===== config.mk =====
export PLATFORM = sky130hd
export DESIGN_NAME = butterfly_pipe
export DESIGN_NICKNAME = d
export VERILOG_FILES = /design/src/rtl/butterfly_pipe.sv
export SDC_FILE = /design/constraint.sdc
export NUM_CORES = 2
export LEC_CHECK = 0
export CAP_MARGIN = 25
export CORE_MARGIN = 4
export CORE_UTILIZATION = 65
export DETAILED_ROUTE_END_ITERATION = 6
export GPL_TIMING_DRIVEN = 0
export MAX_ROUTING_LAYER = met4
export PLACE_DENSITY = 0.83
export SLEW_MARGIN = 20
export SYNTH_ARGS = -nofsm -noshare
export SYNTH_HDL_FRONTEND = slang
export SYNTH_SLANG_ARGS = --single-unit

===== constraint.sdc =====
create_clock -name i_clk -period 17.7 [get_ports i_clk]
set_input_delay 3.54 -clock i_clk [delete_from_list [all_inputs] [get_ports i_clk]]
set_output_delay 3.54 -clock i_clk [all_outputs]
set_load 0.05 [all_outputs]

===== src/rtl/butterfly_pipe.sv =====
// Radix-2 DIT butterfly with a 4-stage valid-qualified pipeline.
// top = even + twi*odd, btm = even - twi*odd, with per-sample scale/inverse
// mode, saturation to W bits, a sticky overflow flag and a sideband tag.
module butterfly_pipe #(
  parameter int W     = 16,
  parameter int TW    = 16,
  parameter int TAG_W = 8
) (
  input  logic                i_clk,
  input  logic                i_rst_n,
  input  logic                i_en,
  input  logic                i_valid,
  input  logic                i_scale,
  input  logic                i_inv,
  input  logic [TAG_W-1:0]    i_tag,
  input  logic signed [W-1:0] i_even_re,
  input  logic signed [W-1:0] i_even_im,
  input  logic signed [W-1:0] i_odd_re,
  input  logic signed [W-1:0] i_odd_im,
  input  logic signed [TW-1:0] i_twi_re,
  input  logic signed [TW-1:0] i_twi_im,
  input  logic                i_clr_ovf,
  output logic                o_valid,
  output logic [TAG_W-1:0]    o_tag,
  output logic signed [W-1:0] o_top_re,
  output logic signed [W-1:0] o_top_im,
  output logic signed [W-1:0] o_btm_re,
  output logic signed [W-1:0] o_btm_im,
  output logic                o_ovf
);
  localparam int PW = W + TW + 1;
  // Rounding constant 2^(TW-2) at product-sum width.
  localparam logic signed [PW:0] RND = {{(PW - TW + 2){1'b0}}, 1'b1, {(TW - 2){1'b0}}};
  localparam logic signed [W+1:0] ONE  = {{(W + 1){1'b0}}, 1'b1};
  localparam logic signed [W+1:0] SMAX = {3'b000, {(W - 1){1'b1}}};
  localparam logic signed [W+1:0] SMIN = {3'b111, {(W - 1){1'b0}}};

  // Optional halving with round half-up.
  function automatic logic signed [W+1:0] scale_fn(input logic signed [W+1:0] x, input logic s);
    if (s) scale_fn = (x + ONE) >>> 1;
    else   scale_fn = x;
  endfunction

  // Saturate to W bits; MSB of the result flags that clipping happened.
  function automatic logic [W:0] sat_fn(input logic signed [W+1:0] x);
    if (x > SMAX)      sat_fn = {1'b1, 1'b0, {(W - 1){1'b1}}};
    else if (x < SMIN) sat_fn = {1'b1, 1'b1, {(W - 1){1'b0}}};
    else               sat_fn = {1'b0, x[W-1:0]};
  endfunction

  logic [2:0] vld;

  logic signed [W-1:0]  s1_er, s1_ei, s1_ar, s1_ai;
  logic signed [TW:0]   s1_br, s1_bi;
  logic                 s1_scale;
  logic [TAG_W-1:0]     s1_tag;
  logic signed [TW:0]   twi_im_ext, twi_im_sel;

  logic signed [PW-1:0] s2_rr, s2_ii, s2_ri, s2_ir;
  logic signed [W-1:0]  s2_er, s2_ei;
  logic                 s2_scale;
  logic [TAG_W-1:0]     s2_tag;

  logic signed [PW:0]   re_full, im_full;
  logic signed [W:0]    s3_re, s3_im;
  logic signed [W-1:0]  s3_er, s3_ei;
  logic                 s3_scale;
  logic [TAG_W-1:0]     s3_tag;

  logic [W:0]           sat_tr, sat_ti, sat_br, sat_bi;
  logic                 sat_any;
  logic                 unused_bits;

  // Sign-extend the twiddle imaginary part and conjugate it for inverse mode.
  always_comb begin
    twi_im_ext = {i_twi_im[TW-1], i_twi_im};
    if (i_inv) twi_im_sel = -twi_im_ext;
    else       twi_im_sel = twi_im_ext;
  end

  // Valid shift register and output valid; frozen while stalled.
  always_ff @(posedge i_clk or negedge i_rst_n) begin
    if (!i_rst_n) begin
      vld     <= 3'b000;
      o_valid <= 1'b0;
    end else if (i_en) begin
      vld     <= {vld[1:0], i_valid};
      o_valid <= vld[2];
    end
  end

  // Stage 1: capture the input sample.
  always_ff @(posedge i_clk or negedge i_rst_n) begin
    if (!i_rst_n) begin
      s1_er <= '0; s1_ei <= '0; s1_ar <= '0; s1_ai <= '0;
      s1_br <= '0; s1_bi <= '0; s1_scale <= 1'b0; s1_tag <= '0;
    end else if (i_en && i_valid) begin
      s1_er <= i_even_re; s1_ei <= i_even_im;
      s1_ar <= i_odd_re;  s1_ai <= i_odd_im;
      s1_br <= {i_twi_re[TW-1], i_twi_re};
      s1_bi <= twi_im_sel;
      s1_scale <= i_scale; s1_tag <= i_tag;
    end
  end

  // Stage 2: the four partial products; even operand delayed alongside.
  always_ff @(posedge i_clk or negedge i_rst_n) begin
    if (!i_rst_n) begin
      s2_rr <= '0; s2_ii <= '0; s2_ri <= '0; s2_ir <= '0;
      s2_er <= '0; s2_ei <= '0; s2_scale <= 1'b0; s2_tag <= '0;
    end else if (i_en && vld[0]) begin
      s2_rr <= PW'(s1_ar) * PW'(s1_br);
      s2_ii <= PW'(s1_ai) * PW'(s1_bi);
      s2_ri <= PW'(s1_ar) * PW'(s1_bi);
      s2_ir <= PW'(s1_ai) * PW'(s1_br);
      s2_er <= s1_er; s2_ei <= s1_ei;
      s2_scale <= s1_scale; s2_tag <= s1_tag;
    end
  end

  // Complex product sums with round half-up ahead of the Q-format shift.
  always_comb begin
    re_full = (PW + 1)'(s2_rr) - (PW + 1)'(s2_ii) + RND;
    im_full = (PW + 1)'(s2_ri) + (PW + 1)'(s2_ir) + RND;
  end

  // Stage 3: keep W+1 bits of the rounded product (magnitude stays below 2^W).
  always_ff @(posedge i_clk or negedge i_rst_n) begin
    if (!i_rst_n) begin
      s3_re <= '0; s3_im <= '0; s3_er <= '0; s3_ei <= '0;
      s3_scale <= 1'b0; s3_tag <= '0;
    end else if (i_en && vld[1]) begin
      s3_re <= re_full[TW-1 +: W+1];
      s3_im <= im_full[TW-1 +: W+1];
      s3_er <= s2_er; s3_ei <= s2_ei;
      s3_scale <= s2_scale; s3_tag <= s2_tag;
    end
  end

  // Discarded fraction and guard bits of the product sums.
  assign unused_bits = ^{re_full[PW:PW-1], re_full[TW-2:0], im_full[PW:PW-1], im_full[TW-2:0]};

  // Sum/difference, optional scaling and saturation for the output stage.
  always_comb begin
    sat_tr  = sat_fn(scale_fn((W + 2)'(s3_er) + (W + 2)'(s3_re), s3_scale));
    sat_ti  = sat_fn(scale_fn((W + 2)'(s3_ei) + (W + 2)'(s3_im), s3_scale));
    sat_br  = sat_fn(scale_fn((W + 2)'(s3_er) - (W + 2)'(s3_re), s3_scale));
    sat_bi  = sat_fn(scale_fn((W + 2)'(s3_ei) - (W + 2)'(s3_im), s3_scale));
    sat_any = sat_tr[W] | sat_ti[W] | sat_br[W] | sat_bi[W];
  end

  // Stage 4: registered results and tag.
  always_ff @(posedge i_clk or negedge i_rst_n) begin
    if (!i_rst_n) begin
      o_top_re <= '0; o_top_im <= '0; o_btm_re <= '0; o_btm_im <= '0;
      o_tag <= '0;
    end else if (i_en && vld[2]) begin
      o_top_re <= sat_tr[W-1:0]; o_top_im <= sat_ti[W-1:0];
      o_btm_re <= sat_br[W-1:0]; o_btm_im <= sat_bi[W-1:0];
      o_tag    <= s3_tag;
    end
  end

  // Sticky overflow: a new saturation beats a simultaneous clear; clear ignores stall.
  always_ff @(posedge i_clk or negedge i_rst_n) begin
    if (!i_rst_n)                      o_ovf <= 1'b0;
    else if (i_en && vld[2] && sat_any) o_ovf <= 1'b1;
    else if (i_clr_ovf)                o_ovf <= 1'b0;
  end
endmodule


==> results.tsv <==
metric	value	unit
GRT Resource Usage Total	42.0	%
initial core utilization	66.0	%
Via Count	51100	
Reg2Reg Setup Slack	8.32	ns
worst slew pin tran	1.20	ns
Final Critical Period	9.38	ns
EDFF count, synth	0	
R2R Path End	s2_ir[31]$_DFFE_PN0P_	
Critical Path Sink Type	flop	
most common cell in the netlist	inv_1	
Hold EP	o_btm_re[0]$_DFFE_PN0P_	
Synthesis Warnings	0	
deepest clock path buffer count	3	
Crit path arrival time	9.91	ns
Required @ worst endpoint	18.23	ns
period utilisation layout	53.0	%
HPWL after DPL	169	mm
Reg clk slew, reported paths	0.07	ns
share of layout cells above drive strength 1	5.26	%
pin count of the biggest net entering global routing	90	
grt ovf	0	
post-CTS setup buffer count	0	
worst-case reg-to-reg path depth	22	
post-synthesis async set-or-reset flop share	100	%
RSZ-0062 raised after global routing	false	
clk_lat worst skew	0.71	ns
chip height	322	um
DR WL/cell	24.1	um
number of port buffers	184	
Slew HR	20.0	%
Final Hold Viols	0	
Syn Area/Cell	9.23	um^2
# fillers	7392	
status	completed	
Tightest Hold Check Type	flop to flop	
CTS tree	yes	
pre-CTS setup slack	8.77	ns
Synth area leaders	fa_1 33%, dfrtp_1 17%, ha_1 10%	
post-synth top area cell	fa_1	
Synth Cell Area	0.0642	mm^2
first-pass GRT wire length	315	mm
sequential area share after synthesis	16.6	%
initial antenna violation count	36	
CTS root buf	clkbuf_16	
Ports	185	
area added between synthesis and finish	8.62	%
gpl congestion	1.06	
H-tree levels	2	
Worst Clk Skew	0.0756	ns
Final Max Slew Viols	0	
first drt pass iteration count	6	
Seq cells post-synth	427	
Worst Hold Depth	2	
Core Area	0.0973	mm^2
Main synth FF type	dfrtp_1	
critical hold path startpoint	o_btm_re[0]$_DFFE_PN0P_	
fmax	0.107	GHz
Max Cap Violations	0	
DR vias/cell	5.97	
syn_nets	8650	
Post-CTS Resized	0	
critical path class	flop to flop	
Rows	114	
Final #Nets	8900	
Reg2Reg Launch Point	s1_br[5]$_DFFE_PN0P_	
top cell type's share of synthesized area	33.3	%
DR DRC count	0	
clk sink count	427	
Die X	322	um
Final setup viols	0	
number of library cell types mapped by synthesis	97	
Worst Path Max Fanout	10	
DRT antenna net count	0	
Detailed Route WL	206	mm
setup_tns	0	ns
final worst slack	8.32	ns
DRT iter0 DRCs	4535	
total CTS buffers	50	
post-synthesis cell count	6952	
vias in the first global route	53400	
die area	0.104	mm^2
CTS hold repair buffers	0	
most instantiated cells after synthesis	1364 x inv_1, 1068 x fa_1, 951 x nand2_1	
Setup crit start kind	flop	
[layout make-up]
class	count	area (um^2)	area share, %
diodes	29	72.6	0.104
plain buffers	319	1230	1.77
clock buffers	65	1400	2.00
clock inverters	29	362	0.519
inverters	1368	5130	7.37
multi-input cells	4838	47100	67.6
flip-flops and latches	427	10700	15.3
well taps	1276	1600	2.29
repair buffers	198	2090	3.00
[stage by stage]
stage	util, %	cell area (um^2)	hold slack, ns	instances
final	71.7	69700	0.478	8549
after floorplan	-	64200	0.433	6952
after CTS	71.5	69600	0.476	8514
after global routing	71.6	69700	0.500	8541
after global placement	69.5	67600	0.443	8412
after detailed placement	69.7	67800	0.450	8420
[how the worst max path moves through the flow]
stage | from | end | slack (ns) | cells past startpoint
after CTS | s1_br[5]$_DFFE_PN0P_ | s2_ir[31]$_DFFE_PN0P_ | 8.71 | 22
after global routing | s1_br[5]$_DFFE_PN0P_ | s2_ir[31]$_DFFE_PN0P_ | 8.26 | 23
after floorplan | s1_ar[13]$_DFFE_PN0P_ | s2_rr[31]$_DFFE_PN0P_ | 10.92 | 27
after global placement | i_rst_n | s1_br[11]$_DFFE_PN0P_ | -5.72 | 1
final | s1_br[5]$_DFFE_PN0P_ | s2_ir[31]$_DFFE_PN0P_ | 8.32 | 22
after detailed placement | s1_br[5]$_DFFE_PN0P_ | s2_ir[31]$_DFFE_PN0P_ | 8.77 | 22
[critical path, cell delays in order, from the launching register on]
cell and delay [ns]:
dfrtp_1 0.89, clkbuf_1 0.95, nand2_1 0.19, fa_1 0.56
inv_1 0.05, fa_1 0.48, inv_1 0.05, fa_1 0.47
fa_1 0.55, inv_1 0.05, fa_1 0.49, fa_1 0.42
ha_1 0.35, a21o_1 0.25, a2111oi_0 0.63, o31ai_1 0.39
a221oi_1 0.47, nor2_1 0.11, o21a_1 0.22, o41ai_1 0.40
o21ai_0 0.23, xnor2_1 0.82, o21ai_0 0.16
[cells by family (layout without fill, tap and decap cells)]
logic type | Yosys count | after routing | synth area share (%)
buffers and inverters | 1687 | 1979 | 9.92
adders and majority gates | 1587 | 1587 | 43.4
xor gates and xnor gates | 260 | 260 | 3.56
muxes | 204 | 204 | 3.56
DFF | 427 | 427 | 16.6
other | 0 | 29 | 0
and+or+nand+nor | 1874 | 1874 | 14.0
AOI/OAI and AO/OA | 913 | 913 | 8.93
[cells in the final DEF, fill, tap and decap left out, drive strengths merged, types with 11 or more instances in the layout]
cell	synthesis	layout
o211ai	12	12
o31a	12	12
a21o	82	82
nor4	18	18
nand3	52	52
o21ai	328	328
fa	1068	1068
clkbuf	292	358
nand4	19	19
xor2	95	95
and3	21	21
clkdlybuf4s50	0	183
o31ai	25	25
a31oi	31	31
or3	28	28
mux2i	12	12
xnor2	165	165
nand2b	67	67
nor2	170	170
buf	27	41
nor3	42	42
clkinv	4	14
a21oi	221	221
or2	19	19
a2111oi	11	11
nand2	951	951
o22a	13	13
a211oi	29	29
ha	519	519
dfrtp	427	427
inv	1364	1373
o21bai	21	21
and2	406	406
o21a	24	24
diode	0	29
mux2	192	192
nor2b	35	35
[metal layers]
metal / part of all wire (%) / track usage [%] / vias up / wire length [um]
met5: 0 / - / - / 0
met4: 9.2 / 29.4 / 0 / 19000
met3: 10 / 11.2 / 815 / 20900
met2: 45 / 63.6 / 2646 / 92000
met1: 36 / 49.1 / 25500 / 74300
li1: - / - / 22100 / -
[flip-flops by register name, indices dropped and copies added, names as in the netlist, 17 cells and up]
register and cells:
s1_bi 17, s2_ii 32, s2_ir 32, s2_ri 32, s2_rr 32, s3_im 17, s3_re 17
Power is not shown: default switching activity piles up to over one toggle a cycle in this logic, so the estimate is an artifact.
